### config.mk
export PLATFORM = sky130hd
export DESIGN_NAME = stream_fifo
export DESIGN_NICKNAME = d
export VERILOG_FILES = /design/src/rtl/stream_fifo_pkg.sv /design/src/rtl/stream_fifo_ram.sv /design/src/rtl/stream_fifo.sv
export SDC_FILE = /design/constraint.sdc
export NUM_CORES = 1
export LEC_CHECK = 0
export CELL_PAD_IN_SITES_DETAIL_PLACEMENT = 0
export CELL_PAD_IN_SITES_GLOBAL_PLACEMENT = 1
export CORE_MARGIN = 2
export CORE_UTILIZATION = 30
export CTS_CLUSTER_SIZE = 40
export DETAILED_ROUTE_END_ITERATION = 16
export PLACE_DENSITY = 0.54
export SETUP_SLACK_MARGIN = 0.2
export SLEW_MARGIN = 20
export SYNTH_ARGS = -nofsm -noshare
export SYNTH_HDL_FRONTEND = slang
export SYNTH_SLANG_ARGS = --single-unit
### constraint.sdc
create_clock -name clk -period 8.92 [get_ports clk]
set_clock_uncertainty 0.1 [all_clocks]
set_input_delay 1.338 -clock clk [delete_from_list [all_inputs] [get_ports clk]]
set_output_delay 1.338 -clock clk [all_outputs]
set_load 0.005 [all_outputs]
### src/rtl/stream_fifo_pkg.sv
// Shared types and helpers for the stream_fifo block.
package stream_fifo_pkg;

  localparam int DROP_CNT_W = 32;

  typedef logic [DROP_CNT_W-1:0] drop_cnt_t;

  // Behaviour when a write arrives while the FIFO is full.
  typedef enum logic {
    OVF_BACKPRESSURE = 1'b0,
    OVF_DROP         = 1'b1
  } ovf_mode_e;

  // Advance a pointer, wrapping from depth-1 back to 0 (works for any depth).
  function automatic logic [31:0] ptr_inc(input logic [31:0] ptr, input logic [31:0] depth);
    logic [31:0] nxt;
    if (ptr == (depth - 32'd1)) begin
      nxt = 32'd0;
    end else begin
      nxt = ptr + 32'd1;
    end
    return nxt;
  endfunction

endpackage

### src/rtl/stream_fifo_ram.sv
// DEPTH x WIDTH storage: one synchronous write port, one asynchronous read
// port. Contents are intentionally not reset.
module stream_fifo_ram #(
  parameter int WIDTH      = 64,
  parameter int DEPTH      = 16,
  parameter int ADDR_WIDTH = $clog2(DEPTH)
) (
  input  logic                  clk,
  input  logic                  we_i,
  input  logic [ADDR_WIDTH-1:0] waddr_i,
  input  logic [WIDTH-1:0]      wdata_i,
  input  logic [ADDR_WIDTH-1:0] raddr_i,
  output logic [WIDTH-1:0]      rdata_o
);

  logic [WIDTH-1:0] mem_q [DEPTH];

  // Capture write data into the addressed entry.
  always_ff @(posedge clk) begin
    if (we_i) begin
      mem_q[waddr_i] <= wdata_i;
    end
  end

  assign rdata_o = mem_q[raddr_i];

endmodule

### src/rtl/stream_fifo.sv
// First-word-fall-through synchronous FIFO with valid/ready on both sides,
// almost-full/almost-empty flags, backpressure or drop-and-count overflow,
// synchronous flush. Define STREAM_FIFO_STATS_EN to enable the high-water
// statistic and the stats_clr input.
module stream_fifo
  import stream_fifo_pkg::*;
#(
  parameter int WIDTH        = 64,
  parameter int DEPTH        = 16,
  parameter int ADDR_WIDTH   = $clog2(DEPTH),
  parameter int AF_THRESH    = DEPTH - 2,
  parameter int AE_THRESH    = 2,
  parameter int DROP_ON_FULL = 0
) (
  input  logic                  clk,
  input  logic                  rst_n,
  input  logic                  flush,
  input  logic                  in_valid,
  output logic                  in_ready,
  input  logic [WIDTH-1:0]      in_data,
  output logic                  out_valid,
  input  logic                  out_ready,
  output logic [WIDTH-1:0]      out_data,
  output logic [ADDR_WIDTH:0]   count,
  output logic                  almost_full,
  output logic                  almost_empty,
  output logic [31:0]           drop_count,
  input  logic                  stats_clr,
  output logic [ADDR_WIDTH:0]   high_water
);

  localparam int CNT_W = ADDR_WIDTH + 1;
  localparam logic [CNT_W-1:0] DEPTH_C = CNT_W'(DEPTH);
  localparam logic [CNT_W-1:0] AF_C    = CNT_W'(AF_THRESH);
  localparam logic [CNT_W-1:0] AE_C    = CNT_W'(AE_THRESH);
  localparam logic             AF_RST  = (AF_THRESH == 0) ? 1'b1 : 1'b0;
  localparam ovf_mode_e OVF_MODE = (DROP_ON_FULL != 0) ? OVF_DROP : OVF_BACKPRESSURE;

  logic [ADDR_WIDTH-1:0] wr_ptr_q, wr_ptr_d;
  logic [ADDR_WIDTH-1:0] rd_ptr_q, rd_ptr_d;
  logic [CNT_W-1:0]      count_q, count_d;
  logic                  out_valid_q, out_valid_d;
  logic                  in_ready_q, in_ready_d;
  logic                  af_q, af_d;
  logic                  ae_q, ae_d;
  drop_cnt_t             drop_cnt_q, drop_cnt_d;

  logic full_s, push_s, pop_s, drop_s, we_s;

  // Handshake decode from start-of-cycle occupancy; flush suppresses push and drop.
  assign full_s = (count_q == DEPTH_C);
  assign push_s = in_valid && !full_s;
  assign pop_s  = (count_q != {CNT_W{1'b0}}) && out_ready;
  assign drop_s = (OVF_MODE == OVF_DROP) && in_valid && full_s && !flush;
  assign we_s   = push_s && !flush;

  stream_fifo_ram #(
    .WIDTH      (WIDTH),
    .DEPTH      (DEPTH),
    .ADDR_WIDTH (ADDR_WIDTH)
  ) u_ram (
    .clk     (clk),
    .we_i    (we_s),
    .waddr_i (wr_ptr_q),
    .wdata_i (in_data),
    .raddr_i (rd_ptr_q),
    .rdata_o (out_data)
  );

  // Next pointers, occupancy and occupancy-derived flags.
  always_comb begin
    wr_ptr_d = wr_ptr_q;
    rd_ptr_d = rd_ptr_q;
    count_d  = count_q;
    if (flush) begin
      wr_ptr_d = {ADDR_WIDTH{1'b0}};
      rd_ptr_d = {ADDR_WIDTH{1'b0}};
      count_d  = {CNT_W{1'b0}};
    end else begin
      if (push_s) begin
        wr_ptr_d = ADDR_WIDTH'(ptr_inc(32'(wr_ptr_q), 32'(DEPTH)));
      end else begin
        wr_ptr_d = wr_ptr_q;
      end
      if (pop_s) begin
        rd_ptr_d = ADDR_WIDTH'(ptr_inc(32'(rd_ptr_q), 32'(DEPTH)));
      end else begin
        rd_ptr_d = rd_ptr_q;
      end
      case ({push_s, pop_s})
        2'b10:   count_d = count_q + {{(CNT_W-1){1'b0}}, 1'b1};
        2'b01:   count_d = count_q - {{(CNT_W-1){1'b0}}, 1'b1};
        default: count_d = count_q;
      endcase
    end

    out_valid_d = (count_d != {CNT_W{1'b0}});
    af_d        = (count_d >= AF_C);
    ae_d        = (count_d <= AE_C);
    if (OVF_MODE == OVF_DROP) begin
      in_ready_d = 1'b1;
    end else begin
      in_ready_d = (count_d != DEPTH_C);
    end
  end

  // Next drop counter: saturating, optionally cleared by stats_clr.
  always_comb begin
    drop_cnt_d = drop_cnt_q;
`ifdef STREAM_FIFO_STATS_EN
    if (stats_clr) begin
      drop_cnt_d = {DROP_CNT_W{1'b0}};
    end else if (drop_s && (drop_cnt_q != {DROP_CNT_W{1'b1}})) begin
      drop_cnt_d = drop_cnt_q + drop_cnt_t'(1);
    end else begin
      drop_cnt_d = drop_cnt_q;
    end
`else
    if (drop_s && (drop_cnt_q != {DROP_CNT_W{1'b1}})) begin
      drop_cnt_d = drop_cnt_q + drop_cnt_t'(1);
    end else begin
      drop_cnt_d = drop_cnt_q;
    end
`endif
  end

  // Control state register with asynchronous reset.
  always_ff @(posedge clk or negedge rst_n) begin
    if (!rst_n) begin
      wr_ptr_q    <= {ADDR_WIDTH{1'b0}};
      rd_ptr_q    <= {ADDR_WIDTH{1'b0}};
      count_q     <= {CNT_W{1'b0}};
      out_valid_q <= 1'b0;
      in_ready_q  <= 1'b1;
      af_q        <= AF_RST;
      ae_q        <= 1'b1;
      drop_cnt_q  <= {DROP_CNT_W{1'b0}};
    end else begin
      wr_ptr_q    <= wr_ptr_d;
      rd_ptr_q    <= rd_ptr_d;
      count_q     <= count_d;
      out_valid_q <= out_valid_d;
      in_ready_q  <= in_ready_d;
      af_q        <= af_d;
      ae_q        <= ae_d;
      drop_cnt_q  <= drop_cnt_d;
    end
  end

`ifdef STREAM_FIFO_STATS_EN
  logic [CNT_W-1:0] hw_q, hw_d;

  // High-water mark tracks the largest post-edge occupancy; stats_clr wins.
  always_comb begin
    hw_d = hw_q;
    if (stats_clr) begin
      hw_d = {CNT_W{1'b0}};
    end else if (count_d > hw_q) begin
      hw_d = count_d;
    end else begin
      hw_d = hw_q;
    end
  end

  // High-water register.
  always_ff @(posedge clk or negedge rst_n) begin
    if (!rst_n) begin
      hw_q <= {CNT_W{1'b0}};
    end else begin
      hw_q <= hw_d;
    end
  end

  assign high_water = hw_q;
`else
  logic unused_stats_clr_s;
  assign unused_stats_clr_s = stats_clr;
  assign high_water         = {CNT_W{1'b0}};
`endif

  assign count        = count_q;
  assign out_valid    = out_valid_q;
  assign in_ready     = in_ready_q;
  assign almost_full  = af_q;
  assign almost_empty = ae_q;
  assign drop_count   = drop_cnt_q;

endmodule

==> results by group <==
Run status
  • Run status: finished, final reports clean

Layout
  • Number of nets in the layout: 1880
  • Share of cells above drive strength 1: 0.291
  • Signed area change from the synthesized netlist to the final layout: 18.0%
  • Count of non-filler cells in the finished layout: 3649

Pwr
  • Net switching share of the total power: 0.239
  • Net switching power of the design: 0.00292 W
  • Leakage power of the design: 14.0 nW
  • Total power: 0.0122 W
  • Internal power: 0.00928 W
  • Power per Cell Area: 261 mW/mm^2
  • Largest vdd supply drop: 0.000142 V
  • Power share of the combinational group: 0.179
  • Proportion of power drawn by the clock network: 0.363
  • Part of the total power dissipated in sequential elements: 0.458

Floorplanning
  • Number of placed I/O pins: 180
  • Die W: 368 um
  • Die Outline Area: 0.135 mm^2
  • Die height: 368 um
  • Core Rows: 133
  • Initial cell density of the core: 0.302
  • CORE AREA: 0.131 mm^2

Hold path
  • Class of the most critical hold timing path: flip-flop to flip-flop
  • Hold Path Cell Cnt: 2

GRT
  • Overflow left after global routing: 0
  • Combined global-route utilization of all metal layers: 0.136
  • Vias in the first global route: 18.5k
  • Antenna violations before repair: 13
  • Global-route wire length before repair: 133 mm
  • Pin count of the biggest net entering global routing: 145

Synthesis
  • Number of instances in the synthesized netlist: 1589
  • Cell area after synthesis: 0.0397 mm^2
  • Simple logic cell fraction of the synthesized area: 0.00802
  • Portion of the post-synthesis area used by sequential elements: 0.786
  • Xor/xnor cell area share of the yosys netlist: 0.00133
  • Synthesized-area fraction occupied by ao, oa, aoi and oai cells: 0.00413
  • Multiplexer fraction of the synthesized cell area: 0.183
  • Warnings, synthesis: 0
  • Main combinational cell family by area after synthesis: multiplexers
  • Adder-cell share of the synthesized area: 0.00221
  • Number of different library cells in the post-synthesis netlist: 42
  • Register bit total from synthesis: 1041
  • Avg Synthesized Cell Area: 25.0 um^2

Timing
  • Unrepaired setup endpoints after global routing: false
  • Headroom to the max-slew limit: 0.272
  • Clock period minus worst slack: 5700 ps
  • Count of endpoints failing setup in the final report: 0
  • Transition time at the pin with the least slew margin: 1090 ps
  • Count of final hold-check violations: 0
  • Final total negative setup slack: 0 ps
  • Final slew viol count: 0
  • Final clock period utilization by the worst path: 0.639
  • FMAX: 175 MHz

Detailed routing
  • DR vias/cell: 4.74
  • Antenna viol nets, final: 0
  • Overall via count from detail_route: 17.3k
  • Routed Wire Length: 92.3 mm
  • Drt initial violations: 1512
  • Number of design rule violations left after detail routing: 0
  • Routed wire length per instance: 25.3 um
  • Number of iterations in the first detailed-routing pass: 7

Worst setup path
  • Required time worst endpoint: 7480 ps
  • CP Capture Type: primary output
  • Startpoint Class: flip-flop
  • Register-to-Register Path Depth: 9
  • Critical path start-end classification: flip-flop to primary output
  • Largest fanout of any net on the critical path: 77
  • Arrival time at the worst endpoint: 4260 ps

Clock network
  • CTS tree: yes
  • Cell at the root of the clock tree: sky130_fd_sc_hd__clkbuf_16
  • Post-cts gate resize count: 0
  • Count of hold buffers inserted by post-cts repair: 0
  • Total clock buffers created by CTS: 111
  • Post-CTS Setup Repair Bufs: 0
  • CTS sink count: 1041
  • Bufs on Longest Clock Path: 3
  • Insertion delay to the later sink of the worst-skew pair: 710 ps
  • Worst-path clk slew: 60 ps
  • Clock H-tree levels: 3

Placed design
  • Count of placed standard cells including taps: 3444
  • Total half-perimeter wirelength after legalization and detailed placement: 45.1 mm
  • GPL Wtd Cong: 0.709
  • Port Buf Inserts: 141

Run
  • Number of maximum-capacitance constraint violations: 0
cell families (layout without fill, tap and decap cells):
kind of cell	after synthesis	count (layout)
compound gates	23	23
xor+xnor	6	6
fa+ha+maj	7	7
buf+inv	120	388
flops	1041	1041
mux	324	324
other cells	1	38
simple gates	67	67
critical path, stage by stage (launching register included):
cell and delay (ps):
sky130_fd_sc_hd__dfrtp_4 890, sky130_fd_sc_hd__buf_12 380, sky130_fd_sc_hd__buf_16 480, sky130_fd_sc_hd__mux4_2 600, sky130_fd_sc_hd__mux4_2 460, sky130_fd_sc_hd__clkdlybuf4s50_1 580
final cells by class:
cell class | count | area [um^2]
Multi-Input combinational cell | 464 | 8120
Fill cell | 12000 | 84500
Clock buffer | 136 | 2940
Clock inverter | 67 | 563
Sequential cell | 1041 | 31200
Tap cell | 1755 | 2200
Timing Repair Buffer | 181 | 1770
Inverter | 4 | 15.0
Antenna cell | 1 | 2.50
registers in the layout (all words and copies together) (netlist names):
name	count
almost_empty	1
almost_full	1
count	5
in_ready	1
out_valid	1
rd_ptr_q	4
u_ram.mem_q	1024
wr_ptr_q	4
final timing paths:
kind                                  start                   to  slack, ps
min in group asynchronous             rst_n          almost_full       1010
worst min-delay path            wr_ptr_q[1]          wr_ptr_q[1]        500
worst min register to register  wr_ptr_q[1]          wr_ptr_q[1]        500
worst max register to register     count[2]  u_ram.mem_q[15][46]       4960
worst max-delay path            rd_ptr_q[0]         out_data[45]       3220
max in group asynchronous             rst_n          rd_ptr_q[3]       7100
through the flow:
stage                     setup WS (ps)  hold slack, ps  utilization  instance area, um^2
after global routing               2830             534        0.356                46800
after floorplan                    1880             446            -                39800
after global placement             3700             495        0.330                43300
after CTS                          3090             497        0.356                46800
after detailed placement           3730             489        0.330                43300
final                              3220             498        0.356                46800
power groups by stage:
| stage | sequential (W) | combinational [W] | clock (W) |
|---|---|---|---|
| floorplan | 0.00562 | 0.00150 | 0 |
| global placement | 0.00569 | 0.00223 | 0 |
| detailed placement | 0.00570 | 0.00225 | 0 |
| CTS | 0.00559 | 0.00226 | 0.00455 |
| global route | 0.00561 | 0.00237 | 0.00473 |
| finish | 0.00559 | 0.00219 | 0.00443 |
synth_stat cells:
library cell / count / area share
sky130_fd_sc_hd__o311ai_0: 1 / 0.00022
sky130_fd_sc_hd__buf_1: 23 / 0.0022
sky130_fd_sc_hd__clkbuf_1: 54 / 0.0051
sky130_fd_sc_hd__nand4b_1: 1 / 0.00022
sky130_fd_sc_hd__o41ai_1: 1 / 0.00022
sky130_fd_sc_hd__or4_4: 2 / 0.00057
sky130_fd_sc_hd__a221oi_1: 1 / 0.00022
sky130_fd_sc_hd__mux2_2: 2 / 0.00057
sky130_fd_sc_hd__nand2b_1: 2 / 0.00032
sky130_fd_sc_hd__inv_1: 4 / 0.00038
sky130_fd_sc_hd__dfrtp_1: 15 / 0.0095
sky130_fd_sc_hd__nor2b_1: 3 / 0.00047
sky130_fd_sc_hd__o2bb2ai_1: 1 / 0.00022
sky130_fd_sc_hd__nor3_2: 1 / 0.00025
sky130_fd_sc_hd__a2111oi_0: 1 / 0.00022
sky130_fd_sc_hd__o211ai_1: 1 / 0.00019
sky130_fd_sc_hd__o21ai_0: 1 / 0.00013
sky130_fd_sc_hd__or3_1: 1 / 0.00016
sky130_fd_sc_hd__o21ai_4: 1 / 0.00041
sky130_fd_sc_hd__a21oi_1: 9 / 0.0011
sky130_fd_sc_hd__mux4_2: 320 / 0.18
sky130_fd_sc_hd__buf_6: 1 / 0.00028
sky130_fd_sc_hd__mux2i_1: 2 / 0.00050
sky130_fd_sc_hd__a31oi_1: 1 / 0.00016
sky130_fd_sc_hd__ha_1: 7 / 0.0022
sky130_fd_sc_hd__nand3_1: 6 / 0.00076
sky130_fd_sc_hd__conb_1: 1 / 0.000095
sky130_fd_sc_hd__xor2_1: 3 / 0.00066
sky130_fd_sc_hd__a21o_1: 3 / 0.00057
sky130_fd_sc_hd__nor4_1: 1 / 0.00016
sky130_fd_sc_hd__buf_2: 1 / 0.00013
sky130_fd_sc_hd__a31o_2: 1 / 0.00022
sky130_fd_sc_hd__nand2_1: 17 / 0.0016
sky130_fd_sc_hd__buf_4: 37 / 0.0070
sky130_fd_sc_hd__xnor2_1: 3 / 0.00066
sky130_fd_sc_hd__or3b_1: 1 / 0.00022
sky130_fd_sc_hd__and2_1: 1 / 0.00016
sky130_fd_sc_hd__nor3_1: 6 / 0.00076
sky130_fd_sc_hd__nor2_1: 25 / 0.0024
sky130_fd_sc_hd__a311oi_1: 1 / 0.00022
sky130_fd_sc_hd__edfxtp_1: 1024 / 0.78
sky130_fd_sc_hd__dfstp_2: 2 / 0.0013
per-layer routing:
| layer | GRT usage | up-vias | part of all wire |
|---|---|---|---|
| li1 | - | 7248 | - |
| met1 | 0.176 | 9508 | 0.42 |
| met2 | 0.231 | 396 | 0.51 |
| met3 | 0.0305 | 140 | 0.051 |
| met4 | 0.0358 | 16 | 0.020 |
| met5 | 0 | - | 0.0011 |
cells in the final DEF (no fill, tap or decap), types with 2 or more instances in the layout:
cell type,count
sky130_fd_sc_hd__dfstp_2,2
sky130_fd_sc_hd__or4_4,2
sky130_fd_sc_hd__clkinv_4,2
sky130_fd_sc_hd__inv_8,2
sky130_fd_sc_hd__conb_1,37
sky130_fd_sc_hd__mux4_2,320
sky130_fd_sc_hd__bufinv_16,8
sky130_fd_sc_hd__xor2_1,3
sky130_fd_sc_hd__a21oi_1,9
sky130_fd_sc_hd__dfrtp_1,11
sky130_fd_sc_hd__nor2_1,13
sky130_fd_sc_hd__dfrtp_4,4
sky130_fd_sc_hd__nor2_4,12
sky130_fd_sc_hd__inv_1,4
sky130_fd_sc_hd__mux2_2,2
sky130_fd_sc_hd__buf_4,36
sky130_fd_sc_hd__nor3_1,2
sky130_fd_sc_hd__mux2i_1,2
sky130_fd_sc_hd__xnor2_1,3
sky130_fd_sc_hd__nor3_2,5
sky130_fd_sc_hd__a21o_1,3
sky130_fd_sc_hd__edfxtp_1,1024
sky130_fd_sc_hd__clkbuf_1,22
sky130_fd_sc_hd__nand3_1,6
sky130_fd_sc_hd__clkinv_1,20
sky130_fd_sc_hd__clkinvlp_4,4
sky130_fd_sc_hd__nand2_1,17
sky130_fd_sc_hd__nor2b_1,3
sky130_fd_sc_hd__buf_12,3
sky130_fd_sc_hd__clkbuf_16,114
sky130_fd_sc_hd__ha_1,7
sky130_fd_sc_hd__clkinv_2,27
sky130_fd_sc_hd__inv_6,3
sky130_fd_sc_hd__clkdlybuf4s50_1,141
sky130_fd_sc_hd__nand2b_1,2
Power figures use the tool's default switching activity.
==> RTL change, RTL diff (same settings) <==
`DEPTH` is set to 16 in 2 places; all go to 8.
--- a/src/rtl/stream_fifo_ram.sv
+++ b/src/rtl/stream_fifo_ram.sv
@@ -4,3 +4,3 @@
   parameter int WIDTH      = 64,
-  parameter int DEPTH      = 16,
+  parameter int DEPTH      = 8,
   parameter int ADDR_WIDTH = $clog2(DEPTH)
--- a/src/rtl/stream_fifo.sv
+++ b/src/rtl/stream_fifo.sv
@@ -8,3 +8,3 @@
   parameter int WIDTH        = 64,
-  parameter int DEPTH        = 16,
+  parameter int DEPTH        = 8,
   parameter int ADDR_WIDTH   = $clog2(DEPTH),
Interface: changed (resized count and high_water); port bits go from 180 to 178. No check against the original RTL was run, so the function may have changed too.
==> RTL change against the unedited design <==
- sequential cell count down 515
- area after synthesis down 49%
- via count down 48%
- final area down 48%
- count of clock-buffer cells in the layout down 66
- wire length down 54%
- worst setup slack better by 0.64 ns
- power down 47%
- maximum frequency up 13%
==> RTL change: results (changes against the unedited design) <==
status completed (unchanged); drt total wl 42,700 um (was 92,300 um); worst vdd ir 0.000239 V (was 0.000142 V); # placed instances 1,869 (was 3,444); layout cells sized above 1 28.0% (was 29.1%); first-pass GRT wire length 63,100 um (was 133,000 um); reg2reg end u_ram.mem_q[0][5] (was u_ram.mem_q[15][46]); Metal-1 WL 18,300 um (was 38,800 um); Final nets 1,130 (was 1,880); routing usage on met1 15.5% (was 17.6%); worst skew pair latency 0.59 ns (was 0.71 ns); largest net degree at the start of global routing 109 (was 145); Setup crit end out_data[44] (was out_data[45]); wire per inst 21.7 um (was 25.3 um); top fanout value on the critical path 108 (was 77); H-tree Lvls 2 (was 3); Static Leakage 0.00756 uW (was 0.0140 uW); Switching Share 24.2% (was 23.9%); adder-cell share of the synthesized area 0.370% (was 0.221%); DR pass1 iterations 4 (was 7); 1st-iter DRT viols 460 (was 1,512); achievable frequency 198 MHz (was 175 MHz); Ant. Diodes 0 (was 1); met3 WL 1750 um (was 4670 um); number of global-route vias before repair 9,667 (was 18,528); Largest register FFs 512 (was 1,024); Num CTS Buffers 56 (was 111); clock power share 34.7% (was 36.3%); start of the worst register-to-register path count[1] (was count[2]); initial antenna violation count 2 (was 13)
RTL change: cell count changes after synthesis, sizes merged, moves of 7 or more:
cell    delta
nor2      -12
clkbuf    -33
edfxtp   -512
mux2      +62
buf        -7
nand2      -7
mux4     -192
RTL change: how the worst min path moves through the flow:
| stage | start | end | slack [ns] | depth (start not counted) |
|---|---|---|---|---|
| 3_3_place_gp | wr_ptr_q[0] | wr_ptr_q[0] | 0.48 | 2 |
| 5_1_grt | wr_ptr_q[0] | wr_ptr_q[0] | 0.60 | 2 |
| 2_1_floorplan | wr_ptr_q[0] | wr_ptr_q[0] | 0.45 | 2 |
| 3_5_place_dp | wr_ptr_q[0] | wr_ptr_q[0] | 0.49 | 2 |
| 6_report | wr_ptr_q[0] | wr_ptr_q[0] | 0.50 | 2 |
| 4_1_cts | wr_ptr_q[0] | wr_ptr_q[0] | 0.51 | 2 |
RTL change: per-stage QoR:
step | utilization, % | instance area [um^2] | hold slack (ns) | total power, uW
after floorplan | - | 20400 | 0.451 | 3770
after global placement | 33.9 | 22700 | 0.482 | 4300
after CTS | 36.5 | 24500 | 0.511 | 6560
after detailed placement | 33.9 | 22700 | 0.490 | 4300
final | 36.5 | 24500 | 0.502 | 6430
after global routing | 36.5 | 24500 | 0.603 | 6730
RTL change: worst max-delay path: cells and delay by family (launching register included):
| kind | cells | cell delay [ns] |
|---|---|---|
| buf+inv | 2 | 1.14 |
| flops | 1 | 0.75 |
| mux | 2 | 0.93 |
RTL change: cell type report:
| cell class | count | area share [%] |
|---|---|---|
| timing repair buffer | 160 | 6.39 |
| clock inverter | 31 | 1.23 |
| inverter | 6 | 0.0921 |
| multi-input combinational | 304 | 17.5 |
| clock buffer | 70 | 5.94 |
| sequential | 526 | 64.3 |
| tap | 873 | 4.47 |
